$ cat src/rtl/nibble_serial_adder.sv
// Serial wide adder: streams WIDTH-bit operands through one 4-bit CLA,
// one nibble per clock, LSB nibble first, carry chained in a register.
//
// cla ports:
//   a, b   4-bit addends       cin   carry in
//   s      4-bit sum           cout  carry out of bit 3
//
// nibble_serial_adder ports:
//   clk, rst              clock, async active-high reset
//   in_valid, in_ready    operand handshake (a, b, cin)
//   a, b, cin             operands, sampled only on accept
//   out_valid, out_ready  result handshake
//   sum, cout             registered (a+b+cin), held until the next result

module cla (
    input  logic [3:0] a,
    input  logic [3:0] b,
    input  logic       cin,
    output logic [3:0] s,
    output logic       cout
);
    logic [3:0] g;
    logic [3:0] p;
    logic [4:0] c;

    always_comb begin
        g    = a & b;
        p    = a ^ b;
        c[0] = cin;
        c[1] = g[0] | (p[0] & cin);
        c[2] = g[1] | (p[1] & g[0])
             | (p[1] & p[0] & cin);
        c[3] = g[2] | (p[2] & g[1])
             | (p[2] & p[1] & g[0])
             | (p[2] & p[1] & p[0] & cin);
        c[4] = g[3] | (p[3] & g[2])
             | (p[3] & p[2] & g[1])
             | (p[3] & p[2] & p[1] & g[0])
             | (p[3] & p[2] & p[1] & p[0] & cin);
        s    = p ^ c[3:0];
        cout = c[4];
    end
endmodule

module nibble_serial_adder #(
    parameter int WIDTH = 16
) (
    input  logic             clk,
    input  logic             rst,
    input  logic             in_valid,
    output logic             in_ready,
    input  logic [WIDTH-1:0] a,
    input  logic [WIDTH-1:0] b,
    input  logic             cin,
    output logic             out_valid,
    input  logic             out_ready,
    output logic [WIDTH-1:0] sum,
    output logic             cout
);
    localparam int NIBBLES = WIDTH / 4;
    localparam int CW = (NIBBLES > 1) ? $clog2(NIBBLES) : 1;
    localparam logic [CW-1:0] LAST = CW'(NIBBLES - 1);

    if (WIDTH < 4 || (WIDTH % 4) != 0) begin : g_bad_width
        $error("nibble_serial_adder: WIDTH must be a multiple of 4, >= 4");
    end

    typedef enum logic [1:0] {
        IDLE,
        RUN,
        DONE
    } state_t;

    state_t           state;
    logic [WIDTH-1:0] opa;
    logic [WIDTH-1:0] opb;
    logic [WIDTH-1:0] res;
    logic [WIDTH-1:0] res_next;
    logic             carry;
    logic [CW-1:0]    cnt;
    logic [3:0]       nib_s;
    logic             nib_c;

    cla u_cla (
        .a    (opa[3:0]),
        .b    (opb[3:0]),
        .cin  (carry),
        .s    (nib_s),
        .cout (nib_c)
    );

    // New nibble enters at the top; after NIBBLES passes the
    // first nibble has reached bit 0.
    assign res_next = WIDTH'({nib_s, res} >> 4);

    assign in_ready  = (state == IDLE) && !rst;
    assign out_valid = (state == DONE);

    always_ff @(posedge clk or posedge rst) begin
        if (rst) begin
            state <= IDLE;
            opa   <= '0;
            opb   <= '0;
            res   <= '0;
            carry <= 1'b0;
            cnt   <= '0;
            sum   <= '0;
            cout  <= 1'b0;
        end else begin
            unique case (state)
                IDLE: begin
                    if (in_valid) begin
                        opa   <= a;
                        opb   <= b;
                        carry <= cin;
                        cnt   <= '0;
                        state <= RUN;
                    end
                end
                RUN: begin
                    opa   <= opa >> 4;
                    opb   <= opb >> 4;
                    res   <= res_next;
                    carry <= nib_c;
                    cnt   <= cnt + CW'(1);
                    if (cnt == LAST) begin
                        sum   <= res_next;
                        cout  <= nib_c;
                        state <= DONE;
                    end
                end
                DONE: begin
                    if (out_ready) begin
                        state <= IDLE;
                    end
                end
                default: state <= IDLE;
            endcase
        end
    end
endmodule

$ cat config.mk
export PLATFORM = sky130hd
export DESIGN_NAME = nibble_serial_adder
export DESIGN_NICKNAME = d
export VERILOG_FILES = /design/src/rtl/nibble_serial_adder.sv
export SDC_FILE = /design/constraint.sdc
export NUM_CORES = 1
export LEC_CHECK = 0
export ABC_AREA = 1
export BUFFER_PORTS_ARGS = -buffer_cell sky130_fd_sc_hd__buf_4
export CORE_MARGIN = 5
export CORE_UTILIZATION = 59
export CTS_CLUSTER_SIZE = 12
export DETAILED_ROUTE_END_ITERATION = 6
export MAX_ROUTING_LAYER = met4
export PLACE_DENSITY = 0.95
export SLEW_MARGIN = 20
export SYNTH_ARGS = -nofsm -noshare
export SYNTH_HDL_FRONTEND = slang
export SYNTH_SLANG_ARGS = --single-unit
$ cat constraint.sdc
create_clock -name clk -period 5.3 [get_ports clk]
set_input_delay 0.795 -clock clk [delete_from_list [all_inputs] [get_ports clk]]
set_output_delay 0.795 -clock clk [all_outputs]
set_load 0.01 [all_outputs]
==> run metrics, run 1 <==
Root Driver=clkbuf_8; status=complete, no violations; Layout Nets=427; R2R setup slack=3.37 ns; Critical Path End=in_ready; Core ar.=0.00479 mm^2; I/O Pins=56; Die ar.=0.00652 mm^2; critical path type=input port to primary output; post-synthesis sequential area ratio=0.559; Distinct cells, synth=30; Hold Path Depth=2; min-delay src=res[6]$_DFFE_PP0N_; WL final=6110 um; Synthesis Warnings=0; via/cell ratio=5.20; Post-Syn Area per Cell=8.87 um^2; ANT cells=0; Peak supply drop=0.300 mV; Setup WS post-layout=3.31 ns; Arr. time, crit path=1.19 ns; initial antenna violation count=0; setup_tns=0 ns; global-route wire length before repair=10200 um; Initial Util=0.618; CP Launch Point=rst; pre-CTS setup slack=3.28 ns; Num CTS Buffers=9; CTS H-Tree Depth=3; cell area power density=650 mW/mm^2; hold-fix buffers at CTS=0; Worst EP required=4.51 ns; total track usage=0.212; pin count of the biggest net entering global routing=67; RSZ-0062 raised after global routing=false; worst reg-to-reg path cell count=6; post-DP HPWL=4160 um; synthesized area=0.00296 mm^2; Synthesized Nets=376; final core utilization=0.741; DRT antenna net count=0; Post-DP Area=0.00337 mm^2; Clock Path Buffers=2; fin. max-slew vios=0; fmax=503 MHz; Tmin final=1.99 ns; initial drt markers=127; Clk Latency, worst-skew pair=0.34 ns; DR WL/cell=13.4 um; final hold viol count=0; Post-CTS Setup Inserts=0; max-capacitance violation count=0; Row Count=25; CP Launch Type=input port; slew at the pin closest to its max-slew limit=0.790 ns; synth-to-layout area growth=20.0%; final RePlAce weighted congestion=0.804; final setup vio count=0; max_slew headroom=0.473; Port Buffers=55; CTS tree=yes; Tcrit/Tclk final=0.375; die height=80.8 um; Layout Skew=0.00777 ns; Pre-antenna DRT Iters=4; CTS sink count=66; CTS resizes=0; vias in the first global route=2385; share of cells above drive strength 1=0.224; Die Width=80.8 um; FF-to-FF Start=state[0]$_DFFE_PP0P_; cell leakage power=1.80 nW; worst reg2reg path endpoint=carry$_DFFE_PP0P_; Setup crit end kind=primary output; remaining global-route overflow=0; CTS clk-pin slew, worst paths=0.07 ns; worst hold path class=flip-flop to flip-flop; design area=0.00355 mm^2; via count=2369; Residual DRC=0; post-synthesis register bit count=66; Synth Instances=333; CP max FO=2; hold_ws=0.474 ns
-- synth_stat cells (all sizes together) --
master | n | area share
xnor2 | 1 | 0.0030
nand2 | 98 | 0.13
nor2 | 32 | 0.046
o21ai | 66 | 0.12
a21oi | 2 | 0.0034
a22o | 1 | 0.0030
nand3 | 16 | 0.027
nand4 | 1 | 0.0021
a21o | 1 | 0.0025
ha | 5 | 0.021
clkbuf | 3 | 0.0038
nand3b | 1 | 0.0025
dfrtp | 66 | 0.56
fa | 1 | 0.0068
buf | 13 | 0.027
o22ai | 2 | 0.0042
or2 | 1 | 0.0021
inv | 21 | 0.028
nor3 | 1 | 0.0017
o31ai | 1 | 0.0025
-- power breakdown --
group          switching, mW  internal (mW)
Combinational          0.647          0.387
Clock                  0.177          0.216
Sequential             0.132          0.747
-- final cells by class --
class / instances / area, um^2
Clock buffer: 13 / 139
Clock inverter: 3 / 40.0
Multi-Input combinational cell: 230 / 1130
Fill cell: 374 / 1240
Sequential cell: 66 / 1650
Timing Repair Buffer: 56 / 420
Tap cell: 67 / 83.8
Inverter: 21 / 81.3
-- kinds of logic (layout without fill, tap and decap cells) --
| group | count (synthesis) | in the layout | share of synthesized area |
|---|---|---|---|
| adder cells (fa/ha/maj) | 6 | 6 | 0.0279 |
| XOR/XNOR | 1 | 1 | 0.00296 |
| AO/OA/AOI/OAI | 73 | 73 | 0.139 |
| AND/OR/NAND/NOR | 150 | 150 | 0.213 |
| buffers and inverters | 37 | 93 | 0.0584 |
| flip-flops | 66 | 66 | 0.559 |
-- cells in the final DEF (no fill, tap or decap), types with 2 or more instances in the layout --
cell,instances
nand2_1,94
dfrtp_1,66
buf_4,56
o21ai_0,36
nor2_1,31
o21ai_1,21
inv_1,17
nand3_1,16
o21ai_2,9
clkbuf_8,9
ha_1,5
clkbuf_1,4
inv_2,3
nand2_4,2
o22ai_1,2
nand2_2,2
a21oi_1,2
clkinv_2,2
-- per-stage QoR --
stage | cells | power (mW)
final | 456 | 2.31
after global routing | 456 | 2.51
after CTS | 456 | 2.32
after detailed placement | 440 | 1.92
after global placement | 440 | 1.85
after floorplan | 333 | 1.65
-- metal layers --
metal | share of wire | global-route usage
met4 | 0.018 | 0.106
met3 | 0.064 | 0.0388
met1 | 0.41 | 0.250
met2 | 0.50 | 0.351
met5 | 0 | -
-- flip-flops by register name, summed over array words and instances (netlist names) --
name,count
res,12
opa,16
state,2
cnt,2
cout,1
opb,16
carry,1
sum,16
-- worst min path at each step --
| stage | to | slack [ns] |
|---|---|---|
| floorplan | opb[12]$_DFFE_PP0P_ | 0.44 |
| global placement | sum[2]$_DFFE_PP0P_ | 0.46 |
| detailed placement | sum[3]$_DFFE_PP0P_ | 0.46 |
| CTS | sum[3]$_DFFE_PP0P_ | 0.48 |
| global route | sum[3]$_DFFE_PP0P_ | 0.50 |
| finish | sum[2]$_DFFE_PP0P_ | 0.47 |
-- worst max-delay path, stage by stage --
cell and delay, ns:
buf_4 0.12, nor3_1 0.13, buf_4 0.15
Power figures use the tool's default switching activity.
==> run 2, diff against run 1 <==
- ABC_AREA: 1 -> 0
- CORE_UTILIZATION: 59 -> 55
- PLACE_DENSITY: 0.95 -> 0.9
- clock period: 5.3 -> 1.9 ns (I/O delays scaled with it)
==> run 2 against run 1 <==
Final cell count decreased by 7.5%; cell area increased by 4.8%; hold slack got worse by 0.43 ns; synthesized cell count decreased by 12%; clock-buffer cell count decreased by 2; largest power group unchanged.
==> run metrics, run 2 <==
Synthesized Nets=337 (-10%); DRT antenna net count=0 (unchanged); CTS resizes=0 (unchanged); Arr. time, crit path=1.41 ns (+0.22 ns); RSZ-0062 raised after global routing=false; Distinct cells, synth=40 (+33%); most common cell after layout, fill and taps aside=dfrtp_1; ys async rst share=1.00 (unchanged); pin count of the biggest net entering global routing=67 (unchanged); WL final=6590 um (+7.9%); Post-CTS Setup Inserts=0 (unchanged); I/O Pins=56 (unchanged); Pre-antenna DRT Iters=5 (+1); Row Count=27 (+8.0%); synth-to-layout area growth=19.9% (about the same); CTS tree=yes; Worst path max stage delay=0.48 ns (+0.33 ns); fin. max-slew vios=0 (unchanged); final setup vio count=0 (unchanged); initial drt markers=82 (-35%); Critical-path top delay cell=dfrtp_1; Seq pwr share=0.413 (+0.032); remaining global-route overflow=0 (unchanged); clock network power share=0.159 (-0.012); Area contributors post-synth=dfrtp_1, nand2_1, o21ai_0; crit-path most repeated cell=buf_4; post-synthesis register bit count=66 (unchanged); share of cells above drive strength 1=0.274 (+0.0506); Die ar.=0.00724 mm^2 (+11%); post-DP HPWL=4550 um (+9.3%); Residual DRC=0 (unchanged); worst hold path class=input port to asynchronous set/reset pin; top cell type by total area after synthesis=dfrtp_1; biggest regs=opa (16), opb (16), sum (16); Port Buffers=55 (unchanged); Die Width=85.1 um (+5.3%); final core utilization=0.675 (-0.0659); R2R setup slack=0.27 ns (-3.10 ns); Post-synth top cells=dfrtp_1, nand2_1, o21ai_0, a21oi_1, a22oi_1; Sw Share=0.375 (-0.0393); global-route wire length before repair=11400 um (+12%); Psw=2.21 mW (+130%); total track usage=0.203 (-0.00908); Synth Instances=294 (-12%); worst reg-to-reg path cell count=4 (-2); CP delay by family, top=flip-flops; Crit path buffers/inverters=2 (unchanged); hold-fix buffers at CTS=0 (unchanged); CP Depth=3 (unchanged); setup_tns=0 ns (unchanged); Clk Latency, worst-skew pair=0.33 ns (about the same); cell leakage power=1.83 nW (+1.7%); cell area power density=1590 mW/mm^2 (+140%); vias in the first global route=2417 (+1.3%); via count=2365 (-0.17%); final std cells w/o fill=422 (-7.5%); Setup crit end kind=primary output; worst reg2reg path endpoint=res[15]$_DFFE_PP0N_; CTS clk-pin slew, worst paths=0.06 ns (about the same); CTS H-Tree Depth=3 (unchanged); final RePlAce weighted congestion=0.829 (+3.2%); Peak supply drop=0.911 mV (+200%); EDFF count, synth=0 (unchanged); most frequent cells in the layout=dfrtp_1, buf_4, nand2_1; CP Launch Point=state[0]$_DFFE_PP0P_; crit-path cells=buf_4 > nor3_1 > buf_4; CTS sink count=66 (unchanged); Clock Path Buffers=2 (unchanged); ANT cells=0 (unchanged); synthesized area=0.00310 mm^2 (+4.9%); Post-synth top flop=dfrtp_1; max-capacitance violation count=0 (unchanged); CP max FO=13 (+11); Synthesis Warnings=0 (unchanged); final hold viol count=0 (unchanged); die height=85.1 um (+5.3%); DR WL/cell=15.6 um (+17%); most common cell in the netlist=dfrtp_1; top cell type's share of synthesized area=0.533 (-0.0262); Combinational Power Share=0.427 (-0.022); initial antenna violation count=0 (unchanged); Num CTS Buffers=9 (unchanged); Core ar.=0.00551 mm^2 (+15%); Tcrit/Tclk final=0.890; critical path type=flip-flop to primary output; via/cell ratio=5.60 (+7.9%); Critical Path End=in_ready; FF-to-FF Start=opa[1]$_DFFE_PP0P_; slew at the pin closest to its max-slew limit=0.446 ns (-0.344 ns); Layout Skew=0.00400 ns (-0.00377 ns); Post-Syn Area per Cell=10.5 um^2 (+19%); Worst EP required=1.62 ns (-2.89 ns); post-synthesis sequential area ratio=0.533 (-0.0262); Layout Nets=392 (-8.2%); Root Driver=clkbuf_8; Post-Place Cells=410 (-6.8%); internal power of the cells=3.68 mW (+170%); fmax=592 MHz; Tmin final=1.69 ns; Initial Util=0.563 (-0.0545); max_slew headroom=0.702 (+0.229); CP Launch Type=flip-flop; status=complete, no violations
[run 2: layout make-up]
type,instances,area (um^2)
fill,441,1790
sequential,66,1650
multi-input combinational,199,1300
timing repair buffer,65,500
clock buffer,11,141
tap,72,90.1
inverter,8,33.8
clock inverter,1,5.00
[run 2: worst min path at each step]
stage | startpoint | to | slack, ns
6_report | rst | opb[12]$_DFFE_PP0P_ | 0.04
5_1_grt | rst | opa[13]$_DFFE_PP0P_ | 0.07
4_1_cts | rst | opb[15]$_DFFE_PP0P_ | 0.06
3_5_place_dp | rst | opb[12]$_DFFE_PP0P_ | 0.42
3_3_place_gp | rst | opb[8]$_DFFE_PP0P_ | 0.41
2_1_floorplan | out_ready | state[1]$_DFFE_PP0P_ | 0.39
[run 2: cell families after synthesis]
kind of cell,Yosys count,synth area share
buf+inv,29,0.0492
fa+ha+maj,6,0.0266
simple gates,85,0.143
flops,66,0.533
mux,12,0.0557
compound gates,95,0.190
xor+xnor,1,0.00283
[run 2: per-stage QoR]
stage | hold WS (ns) | total power [mW] | instance area [um^2] | setup WS, ns
finish | 0.0394 | 5.89 | 3720 | 0.210
detailed placement | 0.420 | 4.98 | 3570 | 0.281
CTS | 0.0619 | 5.94 | 3720 | 0.194
global route | 0.0744 | 6.38 | 3720 | 0.0907
global placement | 0.410 | 4.82 | 3570 | 0.326
floorplan | 0.392 | 4.16 | 3100 | 0.383
[run 2: worst register-to-register path: cells and delay by family, from the launching register on]
family | cells | cell delay, ns
AO/OA/AOI/OAI | 2 | 0.46
flip-flops | 1 | 0.39
adder cells (fa/ha/maj) | 1 | 0.35
AND/OR/NAND/NOR | 1 | 0.32
[run 2: power by group through the flow]
| stage | Sequential, mW | Clock, mW | Combinational (mW) |
|---|---|---|---|
| CTS | 2.43 | 0.962 | 2.54 |
| finish | 2.44 | 0.940 | 2.52 |
| floorplan | 2.37 | 0 | 1.79 |
| detailed placement | 2.45 | 0 | 2.53 |
| global placement | 2.41 | 0 | 2.42 |
| global route | 2.52 | 1.03 | 2.84 |
[run 2: per-layer routing]
layer	track usage	vias up	part of all wire
met5	-	-	0
met4	0.0906	0	0.018
met3	0.0408	10	0.060
met2	0.321	81	0.50
met1	0.252	1143	0.43
li1	-	1131	-
==> run 3, diff against run 2 <==
- BUFFER_PORTS_ARGS: -buffer_cell sky130_fd_sc_hd__buf_4 -> -buffer_cell sky130_fd_sc_hd__buf_2
==> run 3 against run 2 <==
Hold slack lost 0.010 ns; worst setup slack lost 0.094 ns; clock-buffer cell count shrank 1; largest power group unchanged.
==> run metrics, run 3 (synthesis results as in run 2) <==
status=complete, no violations; share of cells above drive strength 1=0.299 (+0.0249); Residual DRC=0 (unchanged); Combinational Power Share=0.395 (-0.032); final core utilization=0.683 (+0.00750); met2 usage=0.325 (+0.00424); DRT antenna net count=0 (unchanged); post-DP HPWL=4510 um (-0.84%); Root Driver=clkbuf_8; Pre-antenna DRT Iters=4 (-1); Setup crit end kind=primary output; total track usage=0.204 (+0.000806); most frequent cells in the layout=dfrtp_1, buf_2, nand2_1; setup_tns=0 ns (unchanged); clock network power share=0.237 (+0.078); CTS H-Tree Depth=3 (unchanged); Tcrit/Tclk final=0.939 (+0.0493); gr busiest metal=met2; Seq pwr share=0.368 (-0.045); Row Count=27 (unchanged); critical path type=flip-flop to primary output; Initial Util=0.563 (unchanged); fin. max-slew vios=0 (unchanged); Layout Skew=0.00986 ns (+0.00586 ns); ANT cells=0 (unchanged); cell leakage power=1.87 nW (+2.4%); Port Buffers=55 (unchanged); Post-Place Cells=412 (+0.49%); cell area power density=1740 mW/mm^2 (+9.7%); via/cell ratio=5.55 (-0.93%); Filler Cells Inserted=410 (-7.0%); via count=2404 (+1.6%); Post-DP Area=0.00345 mm^2 (-3.4%); RSZ-0062 raised after global routing=false; Die Width=85.1 um (unchanged); I/O Pins=56 (unchanged); fmax=561 MHz (-5.2%); CTS clk-pin slew, worst paths=0.08 ns (+0.02 ns); Worst EP required=1.62 ns (about the same); final hold viol count=0 (unchanged); M3 GR Usage=0.0641 (+0.0233); Arr. time, crit path=1.50 ns (+0.09 ns); internal power of the cells=4.20 mW (+14%); met1 usage=0.251 (-0.000623); global-route wire length before repair=11400 um (-0.18%); most common cell after layout, fill and taps aside=dfrtp_1; remaining global-route overflow=0 (unchanged); CP Launch Type=flip-flop; CP max FO=17 (+4); WL final=6840 um (+3.8%); initial drt markers=135 (+65%); pin count of the biggest net entering global routing=67 (unchanged); Clock Path Buffers=2 (unchanged); CTS tree=yes; slew at the pin closest to its max-slew limit=0.680 ns (+0.234 ns); synth-to-layout area growth=21.3%; Die ar.=0.00724 mm^2 (unchanged); Num CTS Buffers=9 (unchanged); Layout Nets=399 (+1.8%); max-capacitance violation count=0 (unchanged); final std cells w/o fill=433 (+2.6%); final RePlAce weighted congestion=0.908 (+9.5%); max_slew headroom=0.546 (-0.157); Tmin final=1.78 ns (+0.0936 ns); initial antenna violation count=0 (unchanged); Core ar.=0.00551 mm^2 (unchanged); Clk Latency, worst-skew pair=0.34 ns (about the same); die height=85.1 um (unchanged); biggest regs=opa (16), opb (16), sum (16); Peak supply drop=0.899 mV (-1.2%); design area=0.00376 mm^2 (+1.1%); Psw=2.34 mW (+5.9%); final setup vio count=0 (unchanged); CTS sink count=66 (unchanged); Sw Share=0.358 (-0.0171); DR WL/cell=15.8 um (+1.2%); vias in the first global route=2416 (-0.041%); worst hold path class=input port to asynchronous set/reset pin
==> run 3: changes by cell type in the layout (fill, tap and decap cells not counted) <==
| cell | previous run | this run |
|---|---|---|
| bufinv_16 | 0 | 4 |
| clkinvlp_4 | 1 | 2 |
| clkinv_4 | 0 | 1 |
| inv_1 | 7 | 6 |
| clkbuf_8 | 10 | 9 |
| buf_4 | 64 | 15 |
| clkinv_2 | 1 | 0 |
| buf_6 | 0 | 1 |
| inv_6 | 0 | 1 |
| buf_2 | 0 | 55 |
==> run 3: area by class of cell <==
type,count,area [um^2],share of cell area
clock buffers,10,128,0.0339
clock inverters,6,138,0.0366
inverters,8,37.5,0.00998
multi-input cells,199,1300,0.345
flip-flops and latches,66,1650,0.439
well taps,72,90.1,0.0240
repair buffers,72,419,0.111
==> run 3: critical path, stage by stage (launching register included) <==
cell        delay [ns]
dfrtp_1           0.47
buf_6             0.21
clkinvlp_4        0.19
nand2_1           0.12
inv_1             0.04
buf_2             0.13
==> run 3: what timing repair did <==
action	CTS	global route
hold buffers	0	0
endpoints found under the setup margin	0	1
resized for setup	0	2
buffers inserted	0	5
hold endpoints to repair	0	0
==> run 3: final timing paths <==
check                                     start                    to  slack, ns  cells past startpoint
hold / removal                              rst   opb[12]$_DFFE_PP0P_       0.03                      3
max in group asynchronous                   rst   sum[12]$_DFFE_PP0P_       1.58                      3
setup / recovery           state[0]$_DFFE_PP0P_             out_valid       0.12                      5
min in group clk                      out_ready  state[1]$_DFFE_PP0P_       0.13                      2
hold reg to reg              res[7]$_DFFE_PP0N_    res[7]$_DFFE_PP0N_       0.48                      2
setup reg to reg             opa[0]$_DFFE_PP0P_   sum[15]$_DFFE_PP0P_       0.21                      4
==> run 3: power by group through the flow <==
stage	Sequential (mW)	Combinational [mW]	Clock, mW
5_1_grt	2.49	2.89	1.64
4_1_cts	2.40	2.51	1.57
6_report	2.41	2.58	1.55
2_1_floorplan	2.37	1.79	0
3_3_place_gp	2.37	2.35	0
3_5_place_dp	2.42	2.48	0
==> run 3: layer usage <==
| metal | vias to the layer above | routed length [um] |
|---|---|---|
| met5 | - | 0 |
| met4 | 0 | 81 |
| met3 | 11 | 412 |
| met2 | 87 | 3460 |
| met1 | 1158 | 2890 |
| li1 | 1148 | - |
==> run 3: per-stage QoR <==
| step | hold WS (ns) | total power, mW | setup slack, ns |
|---|---|---|---|
| 6_report | 0.0289 | 6.54 | 0.116 |
| 5_1_grt | 0.0487 | 7.02 | 0.0141 |
| 4_1_cts | 0.0412 | 6.48 | 0.0127 |
| 3_5_place_dp | 0.413 | 4.90 | 0.241 |
| 3_3_place_gp | 0.409 | 4.72 | 0.333 |
| 2_1_floorplan | 0.392 | 4.16 | 0.383 |
